<file path="src/rtl/run_event_monitor.sv">
// run_event_monitor
//   Sits downstream of the serial run detector. It watches the detector's input
//   bit w and its flag z, which is high while at least five equal consecutive bits
//   persist. From these it counts detected runs, records the bit value of each run,
//   measures the current run length and the longest completed run, and raises a
//   sticky interrupt. All outputs come straight from flops.
//
// Ports
//   clk        in   1      single clock, all logic on posedge
//   rst_n      in   1      synchronous active-low reset
//   w          in   1      serial bit stream that also feeds the detector
//   z          in   1      detector flag
//   clr        in   1      clears evt_count, max_run and irq (one-cycle pulse)
//   thresh     in   CNT_W  event count that raises irq; 0 disables this source
//   evt_count  out  CNT_W  number of z rising edges, saturating
//   evt_pol    out  1      bit value of the most recent run
//   run_len    out  LEN_W  cycles z has been high in the current run, 0 when idle
//   max_run    out  LEN_W  longest completed run since reset or clr
//   long_run   out  1      high while the current run is at least LONG_LIM long
//   irq        out  1      sticky interrupt
module run_event_monitor #(
  parameter int CNT_W    = 8,
  parameter int LEN_W    = 8,
  parameter int LONG_LIM = 16
) (
  input  logic             clk,
  input  logic             rst_n,
  input  logic             w,
  input  logic             z,
  input  logic             clr,
  input  logic [CNT_W-1:0] thresh,
  output logic [CNT_W-1:0] evt_count,
  output logic             evt_pol,
  output logic [LEN_W-1:0] run_len,
  output logic [LEN_W-1:0] max_run,
  output logic             long_run,
  output logic             irq
);

  localparam logic [LEN_W-1:0] LONG_LIM_V = LEN_W'(LONG_LIM);

  typedef enum logic [1:0] {
    IDLE = 2'd0,
    RUN  = 2'd1,
    LONG = 2'd2
  } state_t;

  state_t           state_q, state_d;
  logic             w_d_q;
  logic [CNT_W-1:0] evt_count_q, evt_count_d;
  logic             evt_pol_q, evt_pol_d;
  logic [LEN_W-1:0] run_len_q, run_len_d;
  logic [LEN_W-1:0] max_run_q, max_run_d;
  logic             long_run_q, long_run_d;
  logic             irq_q, irq_d;

  logic             evt_hit;
  logic             enter_long;
  logic             run_end;
  logic [CNT_W-1:0] cnt_next;

  function automatic logic [CNT_W-1:0] sat_inc_cnt(input logic [CNT_W-1:0] v);
    return (&v) ? v : v + 1'b1;
  endfunction

  function automatic logic [LEN_W-1:0] sat_inc_len(input logic [LEN_W-1:0] v);
    return (&v) ? v : v + 1'b1;
  endfunction

  always_comb begin
    state_d     = state_q;
    evt_count_d = evt_count_q;
    evt_pol_d   = evt_pol_q;
    run_len_d   = run_len_q;
    max_run_d   = max_run_q;
    irq_d       = irq_q;
    evt_hit     = 1'b0;
    enter_long  = 1'b0;
    run_end     = 1'b0;
    cnt_next    = sat_inc_cnt(evt_count_q);

    case (state_q)
      IDLE: begin
        if (z) begin
          evt_hit   = 1'b1;
          // w_d_q still holds w from the cycle before z rose: the run's bit
          evt_pol_d = w_d_q;
          run_len_d = LEN_W'(1);
          if (LONG_LIM_V == LEN_W'(1)) begin
            state_d    = LONG;
            enter_long = 1'b1;
          end else begin
            state_d = RUN;
          end
        end
      end
      RUN: begin
        if (z) begin
          run_len_d = sat_inc_len(run_len_q);
          if (run_len_d >= LONG_LIM_V) begin
            state_d    = LONG;
            enter_long = 1'b1;
          end
        end else begin
          run_end = 1'b1;
        end
      end
      LONG: begin
        if (z) run_len_d = sat_inc_len(run_len_q);
        else   run_end   = 1'b1;
      end
      default: state_d = IDLE;
    endcase

    if (run_end) begin
      state_d   = IDLE;
      run_len_d = '0;
      if (run_len_q > max_run_q) max_run_d = run_len_q;
    end

    if (evt_hit) begin
      evt_count_d = cnt_next;
      // a count held at saturation is not a new match
      if ((thresh != '0) && (cnt_next == thresh) && (cnt_next != evt_count_q))
        irq_d = 1'b1;
    end
    if (enter_long) irq_d = 1'b1;

    // clr overrides any same-edge increment, max update or irq set
    if (clr) begin
      evt_count_d = '0;
      max_run_d   = '0;
      irq_d       = 1'b0;
    end

    long_run_d = (state_d == LONG);
  end

  always_ff @(posedge clk) begin
    if (!rst_n) begin
      state_q     <= IDLE;
      w_d_q       <= 1'b0;
      evt_count_q <= '0;
      evt_pol_q   <= 1'b0;
      run_len_q   <= '0;
      max_run_q   <= '0;
      long_run_q  <= 1'b0;
      irq_q       <= 1'b0;
    end else begin
      state_q     <= state_d;
      w_d_q       <= w;
      evt_count_q <= evt_count_d;
      evt_pol_q   <= evt_pol_d;
      run_len_q   <= run_len_d;
      max_run_q   <= max_run_d;
      long_run_q  <= long_run_d;
      irq_q       <= irq_d;
    end
  end

  assign evt_count = evt_count_q;
  assign evt_pol   = evt_pol_q;
  assign run_len   = run_len_q;
  assign max_run   = max_run_q;
  assign long_run  = long_run_q;
  assign irq       = irq_q;

endmodule
</file>
<file path="config.mk">
export PLATFORM = sky130hd
export DESIGN_NAME = run_event_monitor
export DESIGN_NICKNAME = d
export VERILOG_FILES = /design/src/rtl/run_event_monitor.sv
export SDC_FILE = /design/constraint.sdc
export NUM_CORES = 1
export LEC_CHECK = 0
export CORE_MARGIN = 2
export CORE_UTILIZATION = 51
export DETAILED_ROUTE_END_ITERATION = 16
export PLACE_DENSITY = 0.77
export SYNTH_ARGS = -nofsm -noshare
export SYNTH_HDL_FRONTEND = slang
export SYNTH_SLANG_ARGS = --single-unit
export TNS_END_PERCENT = 100
</file>
<file path="constraint.sdc">
create_clock -name clk -period 2.3 [get_ports clk]
set_input_delay 0.23 -clock clk [delete_from_list [all_inputs] [get_ports clk]]
set_output_delay 0.23 -clock clk [all_outputs]
set_load 0.005 [all_outputs]
</file>
==> flow_summary.yaml <==
route:
  vias: 1937
  post_drt_wl_per_cell_um: 14.04
  drt_wl_total_um: 4716
  viasPerCell: 5.765
  drc_errors: 0
  initialDrtViolationCount: 161
  post_drt_antenna_nets: 0
  detail_route.first_pass.iterations: 4
timing:
  fmax_mhz: 464.1
  final_max_slew_viol_count: 0
  hold_slack_ns: 0.4698
  layout_min_cycle_time_ns: 2.155
  finalSetupTns_ns: 0
  finalHoldViolCount: 0
  grt_setup_unrepaired: "no"
  max_slew.worst_pin.slew_ns: 0.4640
  layout_worst_path_cycle_share_pct: 93.68
  setup_viol: 0
  timing.max_slew.rel_slack_pct: 69.02
  finalClockSkew_ns: 0.002684
pwr:
  p_comb_share_pct: 13.7
  leakagePower_nw: 0.9324
  power_switching_share_pct: 25.77
  ir_worst_vdd_mv: 0.3148
  power_frac_seq_pct: 47.3
  p_per_area_mw_per_mm2: 454.8
  p_int_mw: 0.8435
  clockPowerShare_pct: 39.0
  total_switching_power_mw: 0.2929
setup_path:
  path_max_fanout: 9
  crit_path_end_kind: "flop"
  worst_r2r_path_depth: 7
  worst-endpoint-required_ns: 2.53
  critical_path.startpoint_type: "flop"
  critical-path-max-stage-delay_ns: 0.50
  reg2reg_from: "run_len[1]$_SDFFE_PP0P_"
  timing.critical_path.slowest_stage_cell: "dfxtp_1"
  end_point_of_the_critical_path: "state_q[0]$_SDFF_PN0_"
  worst-endpoint-arrival_ns: 2.39
  ordered_cell_list_for_the_critical_path: "ha_2 -> nand4_4 -> or3_4 -> a21oi_2 -> o211ai_2 -> a31oi_1 -> and2_1"
  reg2reg_setup_slack_ns: 0.15
  r2r_end: "state_q[0]$_SDFF_PN0_"
  critical_path.startpoint: "run_len[1]$_SDFFE_PP0P_"
  critical_path_class: "flop to flop"
global_route:
  global_route_wire_length_before_repair_um: 8321
  number_of_global_route_vias_before_repair: 1801
  groute.usage.overall_pct: 25.14
  gr-total-overflow: 0
  maximum_number_of_pins_on_one_net_before_global_route_repair: 18
  grt_antenna_before_repair: 0
synth:
  synth-edff-count: 0
  mappedNetlistArea_sq_mm: 0.001916
  async_set_or_reset_flop_fraction_in_the_synthesized_netlist_pct: 0
  netlist.top_cell.by_area: "dfxtp_1"
  synth_warnings: 0
  synth_seq_cells: 30
  yosys.area.top_type_share_pct: 31.35
  post_synth_main_area_contributors: "dfxtp_1, ha_1, a21oi_1"
  synth_sequential_area_ratio_pct: 31.35
  synth.distinct_cells: 50
  ys.flop_type: "dfxtp_1"
  synth.avg_cell_area_sq_um: 7.948
  syn_nets: 268
  syn-instance-count: 241
clock_tree:
  clk_pin_slew_worst_paths_ns: 0.06
  tritoncts: "built"
  cts_inserted_buffers: 5
  postCtsSetupBuffers: 0
  clk_latency_ns: 0.28
  ctsHtreeMaxLevel: 2
  numClockSinks: 30
  ctsRootBufferMaster: "clkbuf_8"
  clock_tree.buffer_depth: 2
layout:
  design.final.nets: 314
  final_common_cell: "clkdlybuf4s50_1"
  areaGrowthSynthToFinish_pct: 30.44
  final_design_utilization_pct: 68.77
  drive_gt1_share_pct: 10.76
  mostFrequentLayoutCells: "clkdlybuf4s50_1, dfxtp_1, nor2_1"
  n_antenna_cell: 0
  fin_area_sq_mm: 0.002499
  finalNonFillerCells: 336
hold_path:
  hold_path_startpoint: "evt_pol$_SDFFE_PN0P_"
  hp-class: "flop to flop"
die:
  pin_count: 40
  floorplan.core_area_sq_mm: 0.003633
  die_w_um: 65.29
  core.rowCount: 22
  design.die.area_sq_mm: 0.004262
  start_util_pct: 52.72
  die_y_um: 65.29
run_status:
  result_of_the_run: "finished, final reports clean"
placed_design:
  dpl.hpwl_um: 3498
  gp_congestion: 0.8617
  i_o_buffers: 39
  place_inst: 328
  place_area_sq_mm: 0.002401
run:
  maxCapViolations: 0
-- registers in the layout (all words and copies together), names as in the netlist --
register,flops
evt_count,8
irq,1
state_q,2
w_d_q,1
long_run,1
max_run,8
run_len,8
evt_pol,1
-- cells in the mapped netlist (2+ instances only) --
cell and count:
a211oi_1 3, a21o_1 6, a21oi_1 22, a31oi_1 4, a41oi_1 2, and2_1 2, and3_1 2, buf_2 2
clkbuf_1 7, dfxtp_1 30, ha_1 14, inv_1 14, mux2i_1 2, nand2_1 15, nand2b_1 2, nand3_1 16
nand4_1 4, nor2_1 25, nor3_1 7, nor4_1 4, o21a_1 3, o21ai_0 15, xnor2_1 8, xor2_1 6
-- layer usage --
layer | part of all wire [%] | up-vias | global-route usage (%)
met5 | 0 | - | 0
met3 | 4.7 | 10 | 4.966
met2 | 49 | 46 | 41.58
li1 | - | 956 | -
met4 | 2.3 | 0 | 10.16
met1 | 44 | 925 | 32.02
-- critical path, delay by kind of cell (launching register included) --
family                     cells  cell delay (ns)
and+or+nand+nor                3             0.76
AOI/OAI and AO/OA              3             0.51
DFF                            1             0.50
adders and majority gates      1             0.33
-- cell type report --
class	instances	area, sq um
multi-input cells	187	1229
fillers	328	1135
flip-flops and latches	30	600.6
repair buffers	49	465.4
clock buffers	7	86.33
well taps	48	60.06
inverters	14	52.55
clock inverters	1	5.005
-- how the worst min path moves through the flow --
stage / end / depth (start not counted)
floorplan: state_q[0]$_SDFF_PN0_ / 1
global placement: evt_pol$_SDFFE_PN0P_ / 2
detailed placement: evt_pol$_SDFFE_PN0P_ / 2
CTS: evt_pol$_SDFFE_PN0P_ / 2
global route: max_run[0]$_SDFFE_PP0P_ / 2
finish: evt_pol$_SDFFE_PN0P_ / 2
-- cell families (layout without fill, tap and decap cells) --
group,count (synthesis),in the layout,synth area share [%]
AO/OA/AOI/OAI,69,69,23.19
XOR/XNOR,14,14,6.401
adder cells (fa/ha/maj),14,14,9.144
buffers and inverters,24,71,4.834
flip-flops,30,30,31.35
multiplexers,3,3,1.633
AND/OR/NAND/NOR,87,87,23.45
-- power groups by stage --
stage	Clock [mW]	Combinational, mW	Sequential, mW
floorplan	0	0.0911	0.547
global placement	0	0.154	0.548
detailed placement	0	0.155	0.549
CTS	0.445	0.155	0.537
global route	0.477	0.176	0.538
finish	0.443	0.156	0.538
-- timing repair --
| action | in CTS | in global routing |
|---|---|---|
| endpoints found under the setup margin | 0 | 3 |
| hold buffers | 0 | 0 |
| gates resized for setup | 0 | 2 |
-- per-stage QoR --
stage          total power, mW  setup WS (ns)
6_report                 1.136         0.1453
5_1_grt                  1.191        0.01367
4_1_cts                  1.137         0.1264
3_5_place_dp            0.7034         0.1456
3_3_place_gp            0.7024         0.1771
2_1_floorplan           0.6385         0.4263
(Power assumes the default switching activity.)
